[src/rtl/col_drain_pkg.sv]
// Shared definitions for the column drain arbiter.
//   state_t   : drain FSM states.
//   idx_width : width of an index into n items (at least 1 bit).
//   cnt_width : width of a counter that must reach n inclusive.
package col_drain_pkg;

  typedef enum logic [1:0] {
    IDLE  = 2'd0,
    DRAIN = 2'd1,
    DONE  = 2'd2
  } state_t;

  function automatic int idx_width(input int n);
    return (n > 1) ? $clog2(n) : 1;
  endfunction

  function automatic int cnt_width(input int n);
    return $clog2(n) + 1;
  endfunction

endpackage

[src/rtl/col_drain_arbiter_rr.sv]
// Combinational round-robin picker.
// Scans the request vector starting at ptr and wrapping modulo COLS.
// The first set request wins.
// Ports:
//   req     : request vector, one bit per column
//   ptr     : index where the scan starts (must be < COLS)
//   gnt     : one-hot grant
//   gnt_idx : index of the granted column
//   gnt_any : some request was granted
module rr_arbiter #(
  parameter int COLS = 8,
  parameter int PW   = 3
) (
  input  logic [COLS-1:0] req,
  input  logic [PW-1:0]   ptr,
  output logic [COLS-1:0] gnt,
  output logic [PW-1:0]   gnt_idx,
  output logic            gnt_any
);

  localparam logic [PW:0] COLS_W = (PW+1)'(COLS);

  logic [PW:0]   sum;
  logic [PW-1:0] j;

  always_comb begin
    gnt     = '0;
    gnt_idx = '0;
    gnt_any = 1'b0;
    sum     = '0;
    j       = '0;
    for (int i = 0; i < COLS; i++) begin
      // ptr < COLS, so a single conditional subtract implements the wrap.
      sum = {1'b0, ptr} + (PW+1)'(i);
      if (sum >= COLS_W) begin
        sum = sum - COLS_W;
      end
      j = sum[PW-1:0];
      if (!gnt_any && req[j]) begin
        gnt[j]  = 1'b1;
        gnt_idx = j;
        gnt_any = 1'b1;
      end
    end
  end

endmodule

[src/rtl/col_drain_arbiter.sv]
// Round-robin drain of the per-column output buffers into one result port.
// Ports:
//   clk, rstn  : clock (rising edge); asynchronous active-low reset
//   col_data   : head result of each column controller
//   col_valid  : column has an unread result
//   col_read   : one-hot pop strobe, combinational in the grant cycle
//   tile_start : pulse in IDLE that starts draining a tile
//   out_data/out_col/out_row/out_valid : registered result with tags
//   out_ready  : downstream accepts; a transfer happens when valid && ready
//   busy       : high in DRAIN or DONE
//   tile_done  : one-cycle pulse after the last result of a tile transfers
module col_drain_arbiter
  import col_drain_pkg::*;
#(
  parameter int COLS     = 8,
  parameter int ROWS     = 8,
  parameter int OUTWIDTH = 32
) (
  input  logic                    clk,
  input  logic                    rstn,
  input  logic [OUTWIDTH-1:0]     col_data [0:COLS-1],
  input  logic [COLS-1:0]         col_valid,
  output logic [COLS-1:0]         col_read,
  input  logic                    tile_start,
  output logic [OUTWIDTH-1:0]     out_data,
  output logic [$clog2(COLS)-1:0] out_col,
  output logic [$clog2(ROWS)-1:0] out_row,
  output logic                    out_valid,
  input  logic                    out_ready,
  output logic                    busy,
  output logic                    tile_done
);

  localparam int COL_W = $clog2(COLS);
  localparam int ROW_W = $clog2(ROWS);
  localparam int CNT_W = cnt_width(ROWS);
  localparam int TOT_W = cnt_width(ROWS * COLS);

  localparam logic [CNT_W-1:0] ROWS_C   = CNT_W'(ROWS);
  localparam logic [TOT_W-1:0] LAST_C   = TOT_W'(ROWS * COLS - 1);
  localparam logic [COL_W-1:0] COL_MAX  = COL_W'(COLS - 1);

  typedef struct packed {
    logic [OUTWIDTH-1:0] data;
    logic [COL_W-1:0]    col;
    logic [ROW_W-1:0]    row;
  } result_t;

  state_t           state_reg, state_next;
  logic [CNT_W-1:0] row_cnt_reg [COLS];
  logic [TOT_W-1:0] total_reg;
  logic [COL_W-1:0] rr_ptr_reg;
  result_t          result_reg;
  logic             out_valid_reg;

  logic [COLS-1:0]  eligible;
  logic [COLS-1:0]  gnt;
  logic [COL_W-1:0] gnt_idx;
  logic             gnt_any;
  logic             can_load;
  logic             grant;
  logic             xfer;
  logic             start_tile;

  // A column that has already delivered ROWS results is masked off even if
  // its valid stays high, so an upstream count wrap cannot over-drain it.
  for (genvar gi = 0; gi < COLS; gi++) begin : g_elig
    assign eligible[gi] = col_valid[gi] && (row_cnt_reg[gi] < ROWS_C);
  end

  rr_arbiter #(
    .COLS (COLS),
    .PW   (COL_W)
  ) u_rr (
    .req     (eligible),
    .ptr     (rr_ptr_reg),
    .gnt     (gnt),
    .gnt_idx (gnt_idx),
    .gnt_any (gnt_any)
  );

  assign can_load   = !out_valid_reg || out_ready;
  assign grant      = (state_reg == DRAIN) && can_load && gnt_any;
  assign xfer       = out_valid_reg && out_ready;
  assign start_tile = (state_reg == IDLE) && tile_start;

  always_comb begin
    state_next = state_reg;
    col_read   = '0;
    if (grant) begin
      col_read = gnt;
    end
    case (state_reg)
      IDLE:    if (tile_start) state_next = DRAIN;
      // total counts completed transfers, so the tile ends when the
      // transfer that brings it to ROWS*COLS happens.
      DRAIN:   if (xfer && (total_reg == LAST_C)) state_next = DONE;
      DONE:    state_next = IDLE;
      default: state_next = IDLE;
    endcase
  end

  always_ff @(posedge clk or negedge rstn) begin
    if (!rstn) begin
      state_reg <= IDLE;
    end else begin
      state_reg <= state_next;
    end
  end

  always_ff @(posedge clk or negedge rstn) begin
    if (!rstn) begin
      for (int c = 0; c < COLS; c++) begin
        row_cnt_reg[c] <= '0;
      end
      total_reg <= '0;
    end else if (start_tile) begin
      for (int c = 0; c < COLS; c++) begin
        row_cnt_reg[c] <= '0;
      end
      total_reg <= '0;
    end else begin
      for (int c = 0; c < COLS; c++) begin
        if (col_read[c]) begin
          row_cnt_reg[c] <= row_cnt_reg[c] + 1'b1;
        end
      end
      if ((state_reg == DRAIN) && xfer) begin
        total_reg <= total_reg + 1'b1;
      end
    end
  end

  always_ff @(posedge clk or negedge rstn) begin
    if (!rstn) begin
      result_reg    <= '0;
      out_valid_reg <= 1'b0;
      rr_ptr_reg    <= '0;
    end else if (grant) begin
      // A grant may coincide with the transfer of the previous result;
      // the register then simply reloads and stays valid.
      result_reg.data <= col_data[gnt_idx];
      result_reg.col  <= gnt_idx;
      result_reg.row  <= row_cnt_reg[gnt_idx][ROW_W-1:0];
      out_valid_reg   <= 1'b1;
      rr_ptr_reg      <= (gnt_idx == COL_MAX) ? '0 : gnt_idx + 1'b1;
    end else if (xfer) begin
      out_valid_reg <= 1'b0;
    end
  end

  assign out_data  = result_reg.data;
  assign out_col   = result_reg.col;
  assign out_row   = result_reg.row;
  assign out_valid = out_valid_reg;
  assign busy      = (state_reg != IDLE);
  assign tile_done = (state_reg == DONE);

endmodule

[config.mk]
export PLATFORM = sky130hd
export DESIGN_NAME = col_drain_arbiter
export DESIGN_NICKNAME = d
export VERILOG_FILES = /design/src/rtl/col_drain_pkg.sv /design/src/rtl/col_drain_arbiter_rr.sv /design/src/rtl/col_drain_arbiter.sv
export SDC_FILE = /design/constraint.sdc
export NUM_CORES = 1
export LEC_CHECK = 0
export ABC_AREA = 1
export BUFFER_PORTS_ARGS = -buffer_cell sky130_fd_sc_hd__buf_2
export CAP_MARGIN = 10
export CORE_ASPECT_RATIO = 0.9
export CORE_MARGIN = 5
export CORE_UTILIZATION = 40
export DETAILED_ROUTE_END_ITERATION = 10
export GPL_ROUTABILITY_DRIVEN = 0
export PLACE_DENSITY = 0.68
export SLEW_MARGIN = 20
export SYNTH_ARGS = -nofsm -noshare
export SYNTH_HDL_FRONTEND = slang
export SYNTH_SLANG_ARGS = --single-unit
[constraint.sdc]
create_clock -name clk -period 6.5 [get_ports clk]
set_clock_uncertainty 0.15 [all_clocks]
set_input_delay 0.975 -clock clk [delete_from_list [all_inputs] [get_ports clk]]
set_output_delay 0.975 -clock clk [all_outputs]
set_load 0.03 [all_outputs]
==> metrics.md, run 1 <==
| Metric | Value |
|---|---|
| Netlist cell types | `41` |
| Clock root buffer | `clkbuf_16` |
| TNS Setup | `0 ns` |
| # resized after CTS | `0` |
| Num rows | `49` |
| Final setup viols | `0` |
| Routed metal-1 wirelength | `13000 um` |
| Die Height | `144 um` |
| Gr usage total | `0.250` |
| Max cap viols | `0` |
| Largest net degree at the start of global routing | `81` |
| Avg Inst Size Synth | `6.13 um^2` |
| Die width | `159 um` |
| Critical R2R Launch | `rr_ptr_reg[0]` |
| Grt ovf | `0` |
| Post-synthesis sequential area ratio | `0.261` |
| Core Region | `19800 um^2` |
| Synth Net Count | `1583` |
| Initial antenna violation count | `1` |
| Highest Signal Layer | `met5` |
| Vias | `9968` |
| Worst skew pair latency | `0.34 ns` |
| Pins Over Slew Limit | `0` |
| Tcrit/Tclk final | `0.863` |
| Required @ worst endpoint | `5.37 ns` |
| Clk buf depth | `2` |
| Fmax | `178 MHz` |
| Critical path fanouts, max | `31` |
| Setup CP Type | `flip-flop to output port` |
| Vias per inst | `5.49` |
| TritonRoute pass-1 iters | `5` |
| Area growth syn-to-layout | `24.8%` |
| DR iter-0 viols | `1105` |
| Total Wirelength | `30800 um` |
| First-pass GRT wire length | `47200 um` |
| Layout cells sized above 1 | `0.252` |
| Layout Cells excl Fill | `1817` |
| Crit-path cells | `inv_2 > ha_1 > inv_1 > nand3_1 > nand3_1 > nand2_2 > nor2_2 > nand4_4 > nor2_8 > nand3_4 > inv_2 > nand2_1 > o2111ai_1 > nand2_1 > inv_1 > buf_2` |
| Final antenna-violating net count | `0` |
| Reg2Reg Setup Slack | `1.29 ns` |
| DR WL met3 | `2780 um` |
| Critical Path AT | `4.48 ns` |
| Final #Nets | `1843` |
| YS warnings | `0` |
| Cells after synthesis | `1298` |
| DP HPWL | `23300 um` |
| Hold Vio Cnt, Final | `0` |
| Synthesis-stage register bit count | `83` |
| Die area | `22800 um^2` |
| Worst Setup Start Kind | `flip-flop` |
| Num CTS Buffers | `9` |
| RSZ-0062 raised after global routing | `no` |
| Rel. slew slack | `0.279` |
| Vias in the first global route | `8916` |
| Number of clock sinks | `83` |
| Hold_buf cts | `0` |
| CTS tree | `built` |
| Critical Path Sink Type | `output port` |
| RR Endpoint | `out_data[4]` |
| Top delay family on crit path | `simple AND/OR/NAND/NOR gates` |
| Residual DRC count | `0` |
| Worst hold-check path type | `input pin to async pin` |
| Outcome | `complete, no violations` |
| Post-Syn Area | `7960 um^2` |
| Cells on worst reg2reg path | `18` |
| CP max-delay cell | `dfrtp_1` |
| Routed WL per cell | `17.0 um` |
| Peak per-stage delay on the critical path | `1.06 ns` |
| Tmin final | `5.61 ns` |
| Placed cell count | `1802` |
| Initial Util | `0.402` |
| Met2 Wirelength | `14200 um` |
| Buf/Inv on CP | `5` |
| Clock-pin slew on the worst setup and hold paths | `0.06 ns` |
| IO Pins | `317` |
| Worst Tran Pin Value | `1.08 ns` |
| Postcts setup bufs | `0` |
| I/O Buffers | `316` |
| H-tree levels | `3` |
| Antenna cell count | `0` |
metrics by stage:
step	cell area (um^2)	util	hold slack [ns]	setup slack, ns
3_5_place_dp	9560	0.483	0.310	1.34
2_1_floorplan	7960	-	0.284	2.58
6_report	9930	0.502	0.270	0.893
4_1_cts	9930	0.501	0.254	0.970
3_3_place_gp	9560	0.483	0.302	1.50
5_1_grt	9930	0.502	0.254	0.483
routing by layer:
layer | up-vias | global-route usage
met1 | 4555 | 0.349
met2 | 478 | 0.389
li1 | 4866 | -
met3 | 67 | 0.0536
met5 | - | 0
met4 | 2 | 0.0770
area by class of cell:
type | count | area [um^2]
Fill cell | 2091 | 9870
Tap cell | 255 | 319
Clock buffer | 10 | 239
Sequential cell | 83 | 2080
Timing Repair Buffer | 336 | 1760
Inverter | 64 | 240
Clock inverter | 5 | 125
Multi-Input combinational cell | 1064 | 5170
placed cells by master, fill, tap and decap left out, types with 17 or more instances in the layout:
cell,synthesis,layout
ha_1,17,17
buf_4,14,18
o21ai_0,18,18
buf_2,40,315
a21oi_1,22,22
nor2_1,50,49
inv_1,54,54
nand2_1,424,424
nor3_1,19,19
nand3_1,435,435
dfrtp_1,83,83
cell families (layout without fill, tap and decap cells):
kind of cell,Yosys count,after routing,synth area share
simple gates,968,968,0.551
buf+inv,151,415,0.0945
flops,83,83,0.261
xor+xnor,19,19,0.0209
compound gates,60,60,0.0461
fa+ha+maj,17,17,0.0267
how the worst max path moves through the flow:
stage                  end           from  depth (start not counted)  slack [ns]
2_1_floorplan  col_read[7]  rr_ptr_reg[0]                         17        2.58
3_3_place_gp   col_read[2]  rr_ptr_reg[0]                         18        1.50
3_5_place_dp   col_read[2]  rr_ptr_reg[0]                         18        1.34
4_1_cts        col_read[2]  rr_ptr_reg[0]                         18        0.97
5_1_grt        col_read[2]  rr_ptr_reg[0]                         18        0.48
6_report       col_read[7]  rr_ptr_reg[0]                         16        0.89
cells in the mapped netlist (all sizes together):
master | number | area, um^2
nand2 | 438 | 1690
xnor2 | 3 | 26.3
ha | 17 | 213
nand4 | 9 | 71.3
or2 | 1 | 8.76
inv | 64 | 240
a221oi | 1 | 8.76
xor2 | 16 | 140
o22ai | 2 | 12.5
nor2 | 56 | 244
o21ai | 21 | 109
a21oi | 23 | 126
nand3 | 439 | 2220
nor4 | 1 | 6.26
buf | 67 | 437
nor3 | 20 | 111
dfrtp | 83 | 2080
o31ai | 6 | 45.0
nand3b | 4 | 30.0
a21boi | 1 | 7.51
o21bai | 1 | 11.3
o2111ai | 3 | 26.3
clkbuf | 20 | 75.1
a31oi | 1 | 12.5
a211oi | 1 | 7.51
Power of run 1 is not shown: default switching activity piles up to over one toggle a cycle in this logic, so the estimate is an artifact.
==> inputs of run 2 (changes only) <==
- PLACE_DENSITY: 0.68 -> 0.77
==> metrics.md, run 2 (synthesis gave the netlist of run 1 again) <==
| Metric | Value |
|---|---|
| Core Region | `19800 um^2` |
| Clock root buffer | `clkbuf_16` |
| Total Wirelength | `30500 um` |
| Layout cells sized above 1 | `0.251` |
| Vias | `10097` |
| Vias per inst | `5.56` |
| Initial antenna violation count | `0` |
| Final #Nets | `1841` |
| Largest net degree at the start of global routing | `102` |
| H-tree levels | `3` |
| Worst Setup Start Kind | `flip-flop` |
| Setup CP Type | `flip-flop to output port` |
| Tcrit/Tclk final | `0.897` |
| Routed WL per cell | `16.8 um` |
| Required @ worst endpoint | `5.37 ns` |
| Postcts setup bufs | `0` |
| Rel. slew slack | `0.250` |
| # resized after CTS | `0` |
| First-pass GRT wire length | `47500 um` |
| DR iter-0 viols | `1317` |
| Final antenna-violating net count | `0` |
| Worst Tran Pin Value | `1.13 ns` |
| TNS Setup | `0 ns` |
| Critical path fanouts, max | `31` |
| Num CTS Buffers | `9` |
| Commonest non-fill, non-tap cell in the layout | `nand3_1` |
| Critical Path Sink Type | `output port` |
| Crit path launch | `rr_ptr_reg[0]` |
| Critical R2R Launch | `rr_ptr_reg[0]` |
| Most frequent cells in the layout | `nand3_1, nand2_1, buf_2, dfrtp_1, inv_1` |
| Worst Hold Path EP | `total_reg[6]` |
| Worst Hold Path Cells | `1` |
| RSZ-0062 raised after global routing | `no` |
| Clk buf depth | `2` |
| Gr usage total | `0.252` |
| Outcome | `complete, no violations` |
| Fin area | `9850 um^2` |
| Antenna cell count | `0` |
| Grt ovf | `0` |
| Pins Over Slew Limit | `0` |
| Clock-pin slew on the worst setup and hold paths | `0.07 ns` |
| DP HPWL | `22400 um` |
| Residual DRC count | `0` |
| Final setup viols | `0` |
| Worst hold-check path type | `flip-flop to flip-flop` |
| Number of clock sinks | `83` |
| Die width | `159 um` |
| IO Pins | `317` |
| Fmax | `171 MHz` |
| Worst skew pair latency | `0.34 ns` |
| I/O Buffers | `316` |
| Num rows | `49` |
| Reg2Reg Setup Slack | `1.20 ns` |
| Die Height | `144 um` |
| TritonRoute pass-1 iters | `6` |
| HP Start | `total_reg[6]` |
| Placement Cell Area | `9550 um^2` |
| Cells on worst reg2reg path | `18` |
| Initial Util | `0.402` |
| Hold Vio Cnt, Final | `0` |
| CTS tree | `built` |
| Area growth syn-to-layout | `23.8%` |
| Hold_buf cts | `0` |
| Die area | `22800 um^2` |
| Max cap viols | `0` |
| Tmin final | `5.83 ns` |
| Critical Path AT | `4.71 ns` |
| Vias in the first global route | `9139` |
| RR Endpoint | `out_data[26]` |
run 2: cell count changes in the layout (fill, tap and decap cells not counted):
cell and change:
bufinv_16 -4, clkinvlp_4 +1, buf_4 -2, clkinv_2 -1
clkbuf_8 +2, clkinv_4 +3
run 2: critical path: stages (launching register included):
cell	delay [ns]
dfrtp_1	1.09
inv_2	0.07
ha_1	0.63
inv_1	0.39
nand3_1	0.23
nand2_1	0.10
o21bai_2	0.39
nor2_8	0.10
nand2_1	0.09
o21ai_1	0.11
nor2_4	0.29
buf_4	0.37
nand2_2	0.18
inv_1	0.10
buf_2	0.20
run 2: layout make-up:
class,count,area [um^2]
Sequential cell,83,2080
Timing Repair Buffer,334,1750
Tap cell,255,319
Clock inverter,4,33.8
Inverter,64,240
Multi-Input combinational cell,1064,5170
Clock buffer,12,267
Fill cell,2058,9950
run 2: routing by layer:
metal | global-route usage | part of all wire | wire (um)
met5 | 0 | 0 | 0
met4 | 0.0729 | 0.022 | 660
met3 | 0.0516 | 0.098 | 2990
met2 | 0.411 | 0.47 | 14200
met1 | 0.340 | 0.42 | 12700
run 2: worst max path at each step:
stage	to	depth (start not counted)
2_1_floorplan	col_read[7]	17
3_3_place_gp	col_read[4]	14
3_5_place_dp	col_read[4]	14
4_1_cts	col_read[4]	14
5_1_grt	col_read[4]	14
6_report	col_read[4]	14
run 2: stage by stage:
step | util | cells | worst slack, ns | hold slack, ns
3_3_place_gp | 0.482 | 1800 | 1.36 | 0.301
3_5_place_dp | 0.482 | 1800 | 1.21 | 0.310
2_1_floorplan | - | 1298 | 2.58 | 0.284
6_report | 0.498 | 1816 | 0.669 | 0.322
5_1_grt | 0.498 | 1816 | 0.433 | 0.344
4_1_cts | 0.497 | 1816 | 0.803 | 0.320
Power of run 2 is left out for the same reason.
